<file path="src/rtl/wb_axi_bridge_pkg.sv">
// Package: wb_axi_bridge_pkg
// Shared FSM state encoding and AXI response codes for the Wishbone-to-AXI4 bridge.
package wb_axi_bridge_pkg;

  typedef enum logic [2:0] {
    IDLE,
    WR_ADDR_DATA,
    WR_RESP,
    RD_ADDR,
    RD_DATA,
    ACK
  } state_t;

  localparam logic [1:0] AXI_RESP_OKAY   = 2'b00;
  localparam logic [1:0] AXI_RESP_EXOKAY = 2'b01;
  localparam logic [1:0] AXI_RESP_SLVERR = 2'b10;
  localparam logic [1:0] AXI_RESP_DECERR = 2'b11;

  // SLVERR and DECERR are the two failing AXI responses.
  function automatic logic is_err_resp(input logic [1:0] resp);
    return (resp == AXI_RESP_SLVERR) || (resp == AXI_RESP_DECERR);
  endfunction

endpackage

</file>
<file path="src/rtl/wishbone_to_axi4_simple.sv">
// Module: wishbone_to_axi4_simple
// Wishbone classic slave to AXI4 master bridge, single beat, one transaction in flight.
// Each Wishbone cycle becomes one AXI write (AW+W then B) or one AXI read (AR then R).
// Optional macro WB2AXI_ERR_EN adds the WB_ERR port: SLVERR/DECERR responses then
// pulse WB_ERR instead of WB_ACK. Without it every response ends in WB_ACK.
module wishbone_to_axi4_simple
  import wb_axi_bridge_pkg::*;
#(
  parameter int ADDR_WIDTH = 32,
  parameter int DATA_WIDTH = 32,
  parameter int ID_WIDTH   = 4,
  parameter int AXI_ID     = 0
) (
  input  logic                    clk,
  input  logic                    rst_n,
  input  logic                    WB_CYC,
  input  logic                    WB_STB,
  input  logic                    WB_WE,
  input  logic [ADDR_WIDTH-1:0]   WB_ADDR,
  input  logic [DATA_WIDTH-1:0]   WB_WDATA,
  input  logic [DATA_WIDTH/8-1:0] WB_SEL,
  output logic [DATA_WIDTH-1:0]   WB_RDATA,
  output logic                    WB_ACK,
`ifdef WB2AXI_ERR_EN
  output logic                    WB_ERR,
`endif
  output logic [ID_WIDTH-1:0]     AXI_AWID,
  output logic [ADDR_WIDTH-1:0]   AXI_AWADDR,
  output logic                    AXI_AWVALID,
  input  logic                    AXI_AWREADY,
  output logic [DATA_WIDTH-1:0]   AXI_WDATA,
  output logic [DATA_WIDTH/8-1:0] AXI_WSTRB,
  output logic                    AXI_WVALID,
  input  logic                    AXI_WREADY,
  input  logic [ID_WIDTH-1:0]     AXI_BID,
  input  logic [1:0]              AXI_BRESP,
  input  logic                    AXI_BVALID,
  output logic                    AXI_BREADY,
  output logic [ID_WIDTH-1:0]     AXI_ARID,
  output logic [ADDR_WIDTH-1:0]   AXI_ARADDR,
  output logic                    AXI_ARVALID,
  input  logic                    AXI_ARREADY,
  input  logic [ID_WIDTH-1:0]     AXI_RID,
  input  logic [DATA_WIDTH-1:0]   AXI_RDATA,
  input  logic [1:0]              AXI_RRESP,
  input  logic                    AXI_RVALID,
  output logic                    AXI_RREADY
);

  state_t                  state;
  state_t                  next_state;
  logic [ADDR_WIDTH-1:0]   addr_q;
  logic [DATA_WIDTH-1:0]   wdata_q;
  logic [DATA_WIDTH-1:0]   rdata_q;
  logic [DATA_WIDTH/8-1:0] sel_q;
  logic                    aw_valid_q;
  logic                    w_valid_q;
  logic                    b_ready_q;
  logic                    ar_valid_q;
  logic                    r_ready_q;
  logic                    ack_q;
  logic                    abort_q;
  logic                    ack_busy;
  logic                    take_req;
  logic                    aw_ok;
  logic                    w_ok;
  logic                    unused_ids;

`ifdef WB2AXI_ERR_EN
  logic                    err_q;
  logic [1:0]              resp_q;
  assign WB_ERR   = err_q;
  assign ack_busy = ack_q | err_q;
`else
  logic                    unused_resp;
  assign unused_resp = ^{AXI_BRESP, AXI_RRESP};
  assign ack_busy    = ack_q;
`endif

  // Only one transaction is ever in flight, so the response IDs carry no information.
  assign unused_ids = ^{AXI_BID, AXI_RID};

  assign WB_RDATA    = rdata_q;
  assign WB_ACK      = ack_q;
  assign AXI_AWID    = ID_WIDTH'(AXI_ID);
  assign AXI_ARID    = ID_WIDTH'(AXI_ID);
  assign AXI_AWADDR  = addr_q;
  assign AXI_ARADDR  = addr_q;
  assign AXI_WDATA   = wdata_q;
  assign AXI_WSTRB   = sel_q;
  assign AXI_AWVALID = aw_valid_q;
  assign AXI_WVALID  = w_valid_q;
  assign AXI_BREADY  = b_ready_q;
  assign AXI_ARVALID = ar_valid_q;
  assign AXI_RREADY  = r_ready_q;

  // A request is refused while the previous acknowledge is still on the bus, so a master
  // that drops STB one cycle after ACK is not seen as issuing a second request.
  assign take_req = WB_CYC & WB_STB & ~ack_busy;
  // A write channel is finished once its VALID has dropped or is handshaking right now.
  assign aw_ok    = ~aw_valid_q | AXI_AWREADY;
  assign w_ok     = ~w_valid_q  | AXI_WREADY;

  // Next-state decode for the transaction sequencer.
  always_comb begin
    next_state = state;
    case (state)
      IDLE:         if (take_req) next_state = WB_WE ? WR_ADDR_DATA : RD_ADDR;
      WR_ADDR_DATA: if (aw_ok && w_ok) next_state = WR_RESP;
      WR_RESP:      if (AXI_BVALID) next_state = ACK;
      RD_ADDR:      if (AXI_ARREADY) next_state = RD_DATA;
      RD_DATA:      if (AXI_RVALID) next_state = ACK;
      ACK:          next_state = IDLE;
      default:      next_state = IDLE;
    endcase
  end

  // State register plus all registered bus outputs; an abandoned Wishbone cycle lets
  // the AXI side finish but suppresses the final acknowledge.
  always_ff @(posedge clk or negedge rst_n) begin
    if (!rst_n) begin
      state      <= IDLE;
      addr_q     <= '0;
      wdata_q    <= '0;
      sel_q      <= '0;
      rdata_q    <= '0;
      aw_valid_q <= 1'b0;
      w_valid_q  <= 1'b0;
      b_ready_q  <= 1'b0;
      ar_valid_q <= 1'b0;
      r_ready_q  <= 1'b0;
      ack_q      <= 1'b0;
      abort_q    <= 1'b0;
`ifdef WB2AXI_ERR_EN
      err_q      <= 1'b0;
      resp_q     <= AXI_RESP_OKAY;
`endif
    end else begin
      state <= next_state;
      ack_q <= 1'b0;
`ifdef WB2AXI_ERR_EN
      err_q <= 1'b0;
`endif
      if ((state != IDLE) && !WB_CYC) abort_q <= 1'b1;
      case (state)
        IDLE: begin
          if (take_req) begin
            addr_q  <= WB_ADDR;
            wdata_q <= WB_WDATA;
            sel_q   <= WB_SEL;
            abort_q <= 1'b0;
            if (WB_WE) begin
              aw_valid_q <= 1'b1;
              w_valid_q  <= 1'b1;
            end else begin
              ar_valid_q <= 1'b1;
            end
          end
        end
        WR_ADDR_DATA: begin
          if (AXI_AWREADY) aw_valid_q <= 1'b0;
          if (AXI_WREADY) w_valid_q <= 1'b0;
          if (aw_ok && w_ok) b_ready_q <= 1'b1;
        end
        WR_RESP: begin
          if (AXI_BVALID) begin
            b_ready_q <= 1'b0;
`ifdef WB2AXI_ERR_EN
            resp_q    <= AXI_BRESP;
`endif
          end
        end
        RD_ADDR: begin
          if (AXI_ARREADY) begin
            ar_valid_q <= 1'b0;
            r_ready_q  <= 1'b1;
          end
        end
        RD_DATA: begin
          if (AXI_RVALID) begin
            r_ready_q <= 1'b0;
            rdata_q   <= AXI_RDATA;
`ifdef WB2AXI_ERR_EN
            resp_q    <= AXI_RRESP;
`endif
          end
        end
        ACK: begin
          if (WB_CYC && !abort_q) begin
`ifdef WB2AXI_ERR_EN
            ack_q <= ~is_err_resp(resp_q);
            err_q <= is_err_resp(resp_q);
`else
            ack_q <= 1'b1;
`endif
          end
        end
        default: ;
      endcase
    end
  end

endmodule
</file>
<file path="config.mk">
export PLATFORM = sky130hd
export DESIGN_NAME = wishbone_to_axi4_simple
export DESIGN_NICKNAME = d
export VERILOG_FILES = /design/src/rtl/wb_axi_bridge_pkg.sv /design/src/rtl/wishbone_to_axi4_simple.sv
export SDC_FILE = /design/constraint.sdc
export NUM_CORES = 1
export LEC_CHECK = 0
export CORE_ASPECT_RATIO = 0.9
export CORE_MARGIN = 3
export CORE_UTILIZATION = 36
export CTS_BUF_LIST = sky130_fd_sc_hd__clkbuf_8
export DETAILED_ROUTE_END_ITERATION = 10
export PLACE_DENSITY = 0.84
export RECOVER_POWER = 100
export SYNTH_ARGS = -nofsm -noshare
export SYNTH_HDL_FRONTEND = slang
export SYNTH_SLANG_ARGS = --single-unit
export TNS_END_PERCENT = 20
</file>
<file path="constraint.sdc">
create_clock -name clk -period 1.6 [get_ports clk]
set_input_delay 0.32 -clock clk [delete_from_list [all_inputs] [get_ports clk]]
set_output_delay 0.32 -clock clk [all_outputs]
set_load 0.01 [all_outputs]
</file>
==> results.cfg <==
[floorplan]
design.core.area_sq_um = 12400
design.die.area_sq_um = 14400
die_w_um = 126
ios = 268
num_rows = 38
floorplan.initialDensity_pct = 37.7
fp.dieH_um = 114

[timing]
rsz0062_at_grt = no
skew_ns = 0.00703
finalCritPeriodShare_pct = 95.1
worst_slew_pin_slew_ns = 0.571
hold_viol = 0
max_freq_ghz = 0.657
max_slew_margin_pct = 61.9
setup-violations-final = 0
slew_viol_final = 0
layout_min_cycle_time_ns = 1.52

[global_route]
grt_remaining_overflow = 0
grt_pass1_vias = 3481
grt_pass1_wl_mm = 18.6
antenna_found_initial = 0
grtUsageTotal_pct = 16.5
grt_max_degree = 50

[power]
vdd_ir_drop_max_v = 0.00105
p_sw_share_pct = 34.3
power_leakage_nw = 3.32
cellPowerDensity_nw_per_um2 = 1760
p_clk_share_pct = 14.2
p_sw_mw = 4.30
pwr-share-seq_pct = 39.3
intPower_mw = 8.22
combPwrFrac_pct = 46.5

[cts]
clk_pin_slew_worst_paths_ns = 0.10
cts_tree = yes
clk_path_buf_depth = 2
cts_buffers = 9
htree_levels = 3
cts-root-buf = clkbuf_8
clk_latency_ns = 0.37
cts.sink_count = 110

[routing]
ant_nets = 0
vias = 3258
drtIter0Drc = 111
drc_errors = 0
vias_per_cell = 4.56
wirelength_mm = 11.7
wl_per_cell_um = 16.4
first_pass_iters = 4

[yosys]
yosysMostFrequentCell = dfrtp_1
synth_edf_count = 0
ys.flop_type = dfrtp_1
async_reset_ff_share_pct = 100
synth_cell_types = 29
synth_top_area_share_pct = 59.0
synth_common_cells = dfrtp_1, mux2_2, buf_4, mux2_4, nand2_1
yosysSeqAreaShare_pct = 59.0
ys_warn_count = 0
yosys_register_bits = 110
synth.largest_area_cell = dfrtp_1
synthTopCellsByArea = dfrtp_1, mux2_2, mux2_4
syn_avg_cell_area_sq_um = 14.8
syn_area_sq_um = 4660
postSynthCellCount = 316

[layout]
n_antenna_cell = 0
layout-drive-gt1-share_pct = 20.9
fin_cells = 714
stdcell_area_sq_um = 7100
layout.nets = 671
area_growth_pct = 52.3
fillers = 1097

[setup_path]
crit_required_ns = 1.28
slowest_stage = dfrtp_1
crit_chain = clkbuf_4 > dlygate4sd2_1
critPathMaxFanout = 2
r2r_setup_slack_ns = 0.08
end_kind = primary output
start_kind = register
cp.arrival_ns = 1.20
criticalPathCategory = reg2out
max_stage_delay_ns = 0.40

[placement]
io_buffers = 247
dp.cells = 690
hpwl_mm = 9.27
gp_congestion = 0.835
dpl_cell_area_sq_um = 7110

[run]
maxCapViolations = 0

[outcome]
status = completed

[hold_path]
min_path_type = in2async
## metrics by stage
| stage | util [%] | setup TNS [ns] | total power [mW] | hold WS, ns | setup slack (ns) |
|---|---|---|---|---|---|
| 6_report | 57.5 | 0 | 12.5 | 0.462 | 0.0789 |
| 5_1_grt | 57.5 | 0 | 13.3 | 0.492 | 0.0125 |
| 4_1_cts | 58.4 | 0 | 13.1 | 0.343 | 0.0436 |
| 3_5_place_dp | 57.5 | -15.33 | 12.4 | 0.237 | -0.211 |
| 3_3_place_gp | 57.5 | -13.38 | 12.2 | 0.229 | -0.165 |
| 2_1_floorplan | - | 0 | 8.49 | 0.0244 | 0.123 |
## worst max-delay path, delay by kind of cell, from the launching register on
kind,cells,cell delay (ns)
buffers and inverters,2,0.42
DFF,1,0.40
## placed cells by master (no fill, tap or decap), types with 2 or more instances in the layout
cell             synthesis  final
inv_1                    3      3
a21oi_1                  7      7
buf_6                    8      3
nor2_1                   5      5
clkbuf_2                 0      3
conb_1                   1      8
o21ai_0                  2      2
nand2_1                 14     14
nand3b_1                 2      2
buf_4                   40      8
dfrtp_1                110    110
clkbuf_1                 1      3
inv_6                    0      2
dlygate4sd2_1            0    138
a31oi_1                  2      2
mux2_1                   4     23
clkbuf_8                 0     11
mux2_4                  22      3
buf_12                   0      2
clkdlybuf4s50_1          0    108
clkinv_4                 0      2
nor2b_1                  2      2
nor3_1                   2      2
mux2_2                  75     75
clkbuf_4                 0      3
## registers in the layout, summed over array words and instances, names as in the netlist
signal,flops
AXI_BREADY,1
state,3
AXI_WVALID,1
WB_RDATA,32
AXI_AWVALID,1
AXI_WSTRB,4
AXI_RREADY,1
AXI_ARVALID,1
AXI_WDATA,32
WB_ACK,1
abort_q,1
AXI_ARADDR,32
## routing by layer
metal  share of wire [%]  global-route usage [%]
met5                   0                       0
met1                  38                    19.1
met4                0.63                    3.22
met2                  52                    28.8
met3                 9.2                    7.07
## what timing repair did
action | 4_1_cts | 5_1_grt
setup endpoints to repair | 138 | 0
setup buffers | 7 | 0
hold endpoints to repair | 19 | 0
hold buffers | 1 | 0
gates resized for setup | 138 | 0
## worst paths after layout
| kind | to | start | cells after the start |
|---|---|---|---|
| setup / recovery | AXI_ARADDR[6] | AXI_ARADDR[6]$_DFFE_PN0P_ | 2 |
| setup reg to reg | WB_RDATA[5]$_DFFE_PN0P_ | state[0]$_DFFE_PN0P_ | 4 |
| max in group asynchronous | AXI_ARADDR[28]$_DFFE_PN0P_ | rst_n | 3 |
| min in group clk | AXI_WDATA[20]$_DFFE_PN0P_ | AXI_WDATA[20]$_DFFE_PN0P_ | 1 |
| hold / removal | AXI_WDATA[15]$_DFFE_PN0P_ | rst_n | 2 |
| hold reg to reg | AXI_WDATA[20]$_DFFE_PN0P_ | AXI_WDATA[20]$_DFFE_PN0P_ | 1 |
## layout make-up
class / count / area [sq um] / share of cell area [%]
Clock buffer: 11 / 151 / 2.13
Clock inverter: 5 / 65.1 / 0.916
Inverter: 3 / 11.3 / 0.159
Multi-Input combinational cell: 156 / 1440 / 20.3
Sequential cell: 110 / 2750 / 38.8
Tap cell: 160 / 200 / 2.82
Timing Repair Buffer: 269 / 2480 / 34.9
## power by group through the flow
stage / Clock (mW) / Combinational [mW] / Sequential, mW
after floorplan: 0 / 2.89 / 5.60
final: 1.78 / 5.82 / 4.92
after detailed placement: 0 / 7.27 / 5.13
after global placement: 0 / 7.15 / 5.01
after CTS: 1.86 / 6.23 / 4.96
after global routing: 1.99 / 6.23 / 5.13
## cell families after synthesis
group | count (synthesis) | share of synthesized area (%)
multiplexers | 101 | 26.2
flip-flops | 110 | 59.0
buffers and inverters | 57 | 9.23
AND/OR/NAND/NOR | 32 | 3.54
other | 1 | 0.0804
AO/OA/AOI/OAI | 15 | 1.96
Note: power is estimated with default switching activity, not from simulation.
